===== config.mk =====
export PLATFORM = sky130hd
export DESIGN_NAME = forth_stack_unit
export DESIGN_NICKNAME = d
export VERILOG_FILES = /design/src/rtl/forth_stack_unit.sv
export SDC_FILE = /design/constraint.sdc
export NUM_CORES = 1
export LEC_CHECK = 0
export ABC_AREA = 1
export ABC_CLOCK_PERIOD_IN_PS = 6600
export CAP_MARGIN = 20
export CORE_UTILIZATION = 64
export DETAILED_ROUTE_END_ITERATION = 8
export PLACE_DENSITY_LB_ADDON = 0.2
export SYNTH_ARGS = -nofsm -noshare
export SYNTH_HDL_FRONTEND = slang
export SYNTH_SLANG_ARGS = --single-unit

===== constraint.sdc =====
create_clock -name clk -period 6.6 [get_ports clk]
set_input_delay 1.32 -clock clk [delete_from_list [all_inputs] [get_ports clk]]
set_output_delay 1.32 -clock clk [all_outputs]
set_load 0.02 [all_outputs]

===== src/rtl/forth_stack_unit.sv =====
// -----------------------------------------------------------------------------
// forth_stack_unit
//   Parametrised stack for the forth core, used once as the parameter stack and
//   once as the return stack. TOS lives in a register; the other DEPTH-1
//   entries live in an array where, with count=n, NOS sits at index n-2 and
//   the bottom item at index 0. One op is executed per clock.
//
//   Optional build macro: FORTH_STACK_PEEK_EN adds a combinational peek port.
//
// Ports
//   clk        rising-edge clock
//   reset      asynchronous active-high reset (tos, count, flags -> 0)
//   op         3'b000 NOP, 001 PUSH, 010 POP, 011 REPL, 100 POPREPL,
//              101 SWAP, 110 DUP, 111 reserved (NOP)
//   din        data for PUSH / REPL / POPREPL
//   err_clr    clears the sticky ovf/unf flags (a same-cycle error wins)
//   tos        top of stack (registered)
//   nos        next on stack (combinational, 0 when count<2)
//   count      items held, 0..DEPTH
//   empty/full count==0 / count==DEPTH
//   ovf/unf    sticky overflow / underflow
//   peek_idx   (FORTH_STACK_PEEK_EN) 0 = tos, k = k-th item below tos
//   peek_data  (FORTH_STACK_PEEK_EN) combinational peek result, 0 past count
// -----------------------------------------------------------------------------
module forth_stack_unit #(
  parameter int WIDTH = 16,
  parameter int DEPTH = 16,              // must be >= 2
  parameter int CW    = $clog2(DEPTH+1)  // derived, do not override
) (
  input  logic             clk,
  input  logic             reset,
  input  logic [2:0]       op,
  input  logic [WIDTH-1:0] din,
  input  logic             err_clr,
`ifdef FORTH_STACK_PEEK_EN
  input  logic [CW-1:0]    peek_idx,
  output logic [WIDTH-1:0] peek_data,
`endif
  output logic [WIDTH-1:0] tos,
  output logic [WIDTH-1:0] nos,
  output logic [CW-1:0]    count,
  output logic             empty,
  output logic             full,
  output logic             ovf,
  output logic             unf
);

  // Array index width; at least one bit even for the degenerate DEPTH=2 case.
  localparam int AW = (DEPTH - 1 > 1) ? $clog2(DEPTH - 1) : 1;

  localparam logic [2:0] OP_NOP     = 3'b000;
  localparam logic [2:0] OP_PUSH    = 3'b001;
  localparam logic [2:0] OP_POP     = 3'b010;
  localparam logic [2:0] OP_REPL    = 3'b011;
  localparam logic [2:0] OP_POPREPL = 3'b100;
  localparam logic [2:0] OP_SWAP    = 3'b101;
  localparam logic [2:0] OP_DUP     = 3'b110;

  localparam logic [CW-1:0] CNT_ONE  = CW'(1);
  localparam logic [CW-1:0] CNT_TWO  = CW'(2);
  localparam logic [CW-1:0] CNT_FULL = CW'(DEPTH);

  logic [WIDTH-1:0] mem [DEPTH-1];

  logic [WIDTH-1:0] tos_q, tos_d;
  logic [CW-1:0]    count_q, count_d;
  logic             ovf_q, ovf_d;
  logic             unf_q, unf_d;

  logic             mem_we;
  logic [AW-1:0]    mem_wa;
  logic [WIDTH-1:0] mem_wd;

  logic [CW-1:0]    cnt_m1, cnt_m2;
  logic [AW-1:0]    top_idx, nos_idx;
  logic             st_empty, st_full, st_ge2;
  logic             ovf_set, unf_set;
  logic [WIDTH-1:0] nos_val;

  assign cnt_m1   = count_q - CNT_ONE;
  assign cnt_m2   = count_q - CNT_TWO;
  // Slot just above NOS (where TOS spills on push) and the NOS slot itself.
  assign top_idx  = cnt_m1[AW-1:0];
  assign nos_idx  = cnt_m2[AW-1:0];

  assign st_empty = (count_q == '0);
  assign st_full  = (count_q == CNT_FULL);
  assign st_ge2   = (count_q >= CNT_TWO);

  // Index is only meaningful with two or more items; mask it otherwise.
  assign nos_val  = st_ge2 ? mem[nos_idx] : '0;

  // Next-state decode. Faulting ops leave tos/count/array untouched and only
  // raise their flag.
  always_comb begin
    tos_d   = tos_q;
    count_d = count_q;
    mem_we  = 1'b0;
    mem_wa  = top_idx;
    mem_wd  = tos_q;
    ovf_set = 1'b0;
    unf_set = 1'b0;
    case (op)
      OP_PUSH: begin
        if (st_full) begin
          ovf_set = 1'b1;
        end else begin
          mem_we  = !st_empty;     // first item goes straight into TOS
          tos_d   = din;
          count_d = count_q + CNT_ONE;
        end
      end
      OP_DUP: begin
        if (st_full) begin
          ovf_set = 1'b1;
        end else if (st_empty) begin
          unf_set = 1'b1;
        end else begin
          mem_we  = 1'b1;
          count_d = count_q + CNT_ONE;
        end
      end
      OP_POP: begin
        if (st_empty) begin
          unf_set = 1'b1;
        end else begin
          tos_d   = nos_val;       // already 0 when popping the last item
          count_d = cnt_m1;
        end
      end
      OP_REPL: begin
        if (st_empty) unf_set = 1'b1;
        else          tos_d   = din;
      end
      OP_POPREPL: begin
        if (!st_ge2) begin
          unf_set = 1'b1;
        end else begin
          tos_d   = din;
          count_d = cnt_m1;
        end
      end
      OP_SWAP: begin
        if (!st_ge2) begin
          unf_set = 1'b1;
        end else begin
          tos_d  = nos_val;
          mem_we = 1'b1;
          mem_wa = nos_idx;
        end
      end
      default: ;                   // OP_NOP and reserved 3'b111
    endcase
    // A new error in the same cycle as err_clr keeps the flag set.
    ovf_d = ovf_set | (ovf_q & ~err_clr);
    unf_d = unf_set | (unf_q & ~err_clr);
  end

  always_ff @(posedge clk or posedge reset) begin
    if (reset) begin
      tos_q   <= '0;
      count_q <= '0;
      ovf_q   <= 1'b0;
      unf_q   <= 1'b0;
    end else begin
      tos_q   <= tos_d;
      count_q <= count_d;
      ovf_q   <= ovf_d;
      unf_q   <= unf_d;
    end
  end

  // Array contents are don't-care after reset; count gates every read.
  always_ff @(posedge clk) begin
    if (mem_we) mem[mem_wa] <= mem_wd;
  end

`ifdef FORTH_STACK_PEEK_EN
  logic [CW-1:0] peek_off;
  assign peek_off = cnt_m1 - peek_idx;

  always_comb begin
    peek_data = '0;
    if (peek_idx == '0)          peek_data = tos_q;
    else if (peek_idx < count_q) peek_data = mem[peek_off[AW-1:0]];
  end
`endif

  assign tos   = tos_q;
  assign nos   = nos_val;
  assign count = count_q;
  assign empty = st_empty;
  assign full  = st_full;
  assign ovf   = ovf_q;
  assign unf   = unf_q;

endmodule


* After elaboration in Yosys (flattened, before gate mapping)
Memories as Yosys holds them, arrays and structs flattened. Cells that the tools add are included.
Operators by class: $add $sub $neg 3, $lt $le $gt $ge 1, equal/unequal tests 14, multiplexer cells 28, bitwise operators 5, reduce and logical (&&, ||, !) cells 9
Operator list (number):
- 16-bit two-way mux | 6
- 16-bit one-hot mux with 5 select lines | 1
- 5-bit two-way mux | 5
- 5-bit one-hot mux with 4 select lines | 1
- 2-bit inequality test, second input constant | 7
- 6-bit AND reduction | 2
- 1-bit two-way mux | 11
- 3-bit equality test, second input constant | 3
- 4-bit two-way mux | 2
- 3-bit by 2-bit equality test with 1-bit output, second input constant | 2
- 1-bit one-hot mux with 3 select lines | 2
- 2-bit OR reduction | 3
- 5-bit by 1-bit adder with 5-bit output, second input constant | 1
- 5-bit equality test, second input constant | 1
- 5-bit by 2-bit greater-or-equal comparator with 1-bit output, second input constant | 1
- 5-bit zero test | 1
- 5-bit nonzero test | 1
- 5-bit by 1-bit subtractor with 5-bit output, second input constant | 1
- 4-bit nonzero test | 1
- 4-bit by 2-bit subtractor with 4-bit output, second input constant | 1
- 3-bit by 1-bit equality test with 1-bit output, second input constant | 1
- 1-bit AND | 2
- 1-bit OR | 2
- 1-bit zero test | 1
- 1-bit NOT | 1
Word-level totals: register bits after elaboration 23, bits in writable memories 240, bits of input ports 22, logic and storage cells 65, memories kept 1
Memories:
- mem | words 15, bits a word 16, rd ports 1, clocked after memory_dff 0, wr ports 1, line 63 | logic [WIDTH-1:0] mem [DEPTH-1];

* Longest topological paths before layout
depth after elaboration 6, mapped depth 16, gate-level depth less buffers 12

* Least setup slack after synthesis
Ideal clock, no wire load.
path type register -> output, start reg count_q[1] (netlist: count[1]), end out nos[6], arrival 2.205 ns, required time 5.280 ns, slack 3.075 ns, cell stages (with the launch flop) 11, path buffers 5, cell sequence dfrtp_1 > inv_1 > buf_2 > buf_2 > ha_1 > buf_2 > buf_2 > clkbuf_1 > o211ai_1 > nand3_1 > nand2_1
Between the ends: longest elaborated chain between the ends 3, elaborated cells on any way between the ends 4, those cells by class add/sub: 1; order compare: 1; mux: 1; memory: 1
Ends and longest elaborated chain:
- start: declaration | line 66 | logic [CW-1:0] count_q, count_d;
- start signal: assignment | line 167 | count_q <= count_d;
- 4-bit by 2-bit subtractor with 4-bit output | line 81 | assign cnt_m2 = count_q - CNT_TWO;
- memory read 15 x 16 bit
- 16-bit two-way mux * | line 91 | assign nos_val = st_ge2 ? mem[nos_idx] : '0;
- end: declaration | line 40 | output logic [WIDTH-1:0] nos,
Mark *: on every way between the ends. The rest lies on a longest branch, timed or not.

* Worst setup path after layout
start reg count_q[1] (netlist: count[1]), end out nos[15]
The elaborated chain is that of the path after synthesis.

==> impl_metrics.toml <==
[cells_and_area]
nets = 1135
drive_above_1_share = 0.0943
utilization = 0.762
antenna_cells = 0
syn2layout_area_growth_pct = 15.9
final-instance-count-excl-fill = 1349

[detailed_routing]
vias_per_cell = 6.00
vias = 8090
drt_iter0_drc = 1148
routed_wl_um = 28300
wl_per_cell_um = 21.0
final_antenna_net_count = 0
drc = 0
firstDrtPassIters = 6

[logic_synthesis]
ys_top_cells_by_area = "edfxtp_1 (63%), nor2_1 (6.7%), nand2_1 (6.0%)"
async_reset_ff_frac = 0.0875
synthXorXnorAreaFrac = 0.00822
yosys_warnings = 0
synthesis.nets = 1081
muxShareOfSynthArea = 0
synth_top_family_by_area = "simple AND/OR/NAND/NOR gates"
syn_area_per_cell_um2 = 10.9
ys_seq_area_frac = 0.681
synth_seq_cells = 263
synth_edf_count = 240
yosys.area_share.simple = 0.189
syn_inst = 1050
synth_compound_area_frac = 0.0644
netlist_area_mm2 = 0.0114
synth_top_area_frac = 0.631
synth_top_area_cell = "edfxtp_1"
synth-main-ff-cell = "edfxtp_1"
ys_types = 35
synthAdderAreaFrac = 0.00986

[setup_path]
critPathLaunchType = "register"
reg2reg_depth = 8
cpMaxStageDelayCell = "inv_1"
max_stage_delay_ns = 0.77
r2r_slack_ns = 2.62
critPathMaxFanout = 32
crit_chain = "inv_1 > buf_4 > ha_1 > inv_1 > buf_4 > a21oi_1 > o21ai_0 > nand3_1 > nand2_1 > clkdlybuf4s50_1"
reg2reg_from = "count[0]"
r2r-end = "mem[9][11]"
required_ns = 5.28
critPathArrivalTime_ns = 3.91
critPathKind = "register to primary output"
end_kind = "primary output"

[sta]
max_freq_mhz = 191
skew_ns = 0.00899
period_share = 0.793
tightest_slew_ns = 1.14
tns_ns = 0
hold_violations = 0
rsz0062_at_grt = "false"
setup_viol = 0
fin_crit_ns = 5.23
max_slew_margin = 0.238
slew_viol_final = 0

[clock_tree]
cts-root-buf = "clkbuf_16"
clk_path_buf_depth = 3
cts_setup_buffers = 0
htreeDepth = 1
cts_inserted_buffers = 27
cts_resized = 0
cts.sinks = 263
cts_tree = "built"
clk-insertion-delay-late_ns = 0.53
hold_buffers = 0
clk_pin_slew_ns = 0.06

[global_routing]
grt_pass1_wl_um = 43200
first_global_vias = 7677
grt_use_total = 0.319
grt.overflow.total = 0
grt_start_max_net_pins = 88
antenna_found_initial = 0

[place]
place_congestion = 0.830
place_inst = 1295
place_hpwl_um = 15800
portBuffers = 62

[run_status]
outcome = "finished, final reports clean"

[floorplanning]
pin_count = 63
die_area_mm2 = 0.0184
core_area_mm2 = 0.0174
start_util = 0.658
die_h_um = 136
fp-row-count = 48
die_x_um = 136

[hold_path]
hp-class = "register to register"
hold_depth = 2
min_from = "unf"
holdPathEnd = "unf"

[power]
p_leak_nw = 4.97
totalPowerFinal_mw = 7.22
ir_drop_v = 0.000384
power_density_mw_per_mm2 = 545

[job]
cap_viol_max_count = 0
==> critical path: cells and delay by family (launching register included) <==
family                   cells  cell delay (ns)
adder cells (fa/ha/maj)      1             0.32
AND/OR/NAND/NOR              2             0.24
AO/OA/AOI/OAI                2             0.21
buffers and inverters        5             2.18
flip-flops                   1             0.40
==> registers in the layout, indices dropped and copies added, names as in the netlist <==
register,flops
unf,1
tos,16
ovf,1
mem,240
count,5
==> routing by layer <==
metal	track usage	vias up	wire length, um
li1	-	3691	-
met1	0.464	3848	11100
met2	0.505	498	13600
met3	0.0408	53	2950
met4	0.0999	0	536
met5	0	-	0
==> power breakdown <==
part           leakage [nW]  switching (mW)  internal [mW]
logic                  2.06            2.01           1.01
registers              2.45           0.318           2.26
clock network         0.467           0.614           1.01
total                  4.97            2.94           4.27
==> layout make-up <==
cell class                 count  area (um2)
sequential                   263        7790
fill                        1088        4130
multi-input combinational    664        3130
timing repair buffer          79         821
clock buffer                  34         722
tap                          225         282
inverter                      69         262
clock inverter                15         225
==> stage by stage <==
step / worst slack, ns / hold WS, ns / area [um2]
after detailed placement: 1.96 / 0.517 / 12200
after floorplan: 3.07 / 0.606 / 11400
after CTS: 1.41 / 0.529 / 13200
after global routing: 1.19 / 0.575 / 13200
after global placement: 2.07 / 0.516 / 12200
final: 1.37 / 0.520 / 13200
==> cells in the mapped netlist, types with 2 or more instances <==
master / n
nor2_4: 3
buf_2: 27
xor2_1: 6
nand3_4: 2
a21oi_1: 14
o21ai_0: 92
xor2_2: 2
buf_6: 2
inv_1: 62
o21ai_2: 2
edfxtp_1: 240
nor2_2: 3
nand2_2: 6
buf_1: 4
inv_2: 6
o31ai_1: 5
dfrtp_1: 23
buf_4: 8
o211ai_1: 16
nor2_1: 203
or2_2: 3
ha_1: 9
nand3_1: 105
clkbuf_1: 13
nand2_1: 184
==> worst max path at each step <==
| stage | start | end | slack (ns) | cells past startpoint |
|---|---|---|---|---|
| 2_1_floorplan | count[1] | nos[6] | 3.07 | 10 |
| 6_report | count[1] | nos[15] | 1.37 | 10 |
| 3_3_place_gp | count[1] | nos[6] | 2.07 | 12 |
| 3_5_place_dp | count[1] | nos[6] | 1.96 | 12 |
| 4_1_cts | count[1] | nos[6] | 1.41 | 12 |
| 5_1_grt | count[1] | nos[15] | 1.19 | 10 |
==> kinds of logic (layout without fill, tap and decap cells) <==
group | count (synthesis) | after routing
simple gates | 513 | 513
fa+ha+maj | 9 | 9
buf+inv | 123 | 197
flops | 263 | 263
compound gates | 133 | 133
xor+xnor | 9 | 9
==> cell usage in the layout (no fill, tap or decap), types with 2 or more instances in the layout <==
cell type        Yosys  final
clkbuf_16            0     27
nor2_2               3     18
clkbuf_8             0      2
ha_1                 9      9
buf_4                8      9
nor2_4               3      3
clkbuf_1            13      5
dfrtp_1             23     21
nor2_1             203    188
clkinv_1             0      3
buf_8                0      7
o31ai_1              5      5
o21ai_2              2      2
nand2_1            184    184
edfxtp_1           240    240
nand2_2              6      6
o21ai_0             92     92
o211ai_1            16     16
a21oi_1             14     14
nand3_4              2      2
inv_2                6      6
inv_1               62     62
or2_2                3      3
xor2_1               6      6
clkdlybuf4s50_1      0     62
xor2_2               2      2
clkinv_2             0      5
nand3_1            105    105
bufinv_16            0      6
Power figures use the tool's default switching activity.
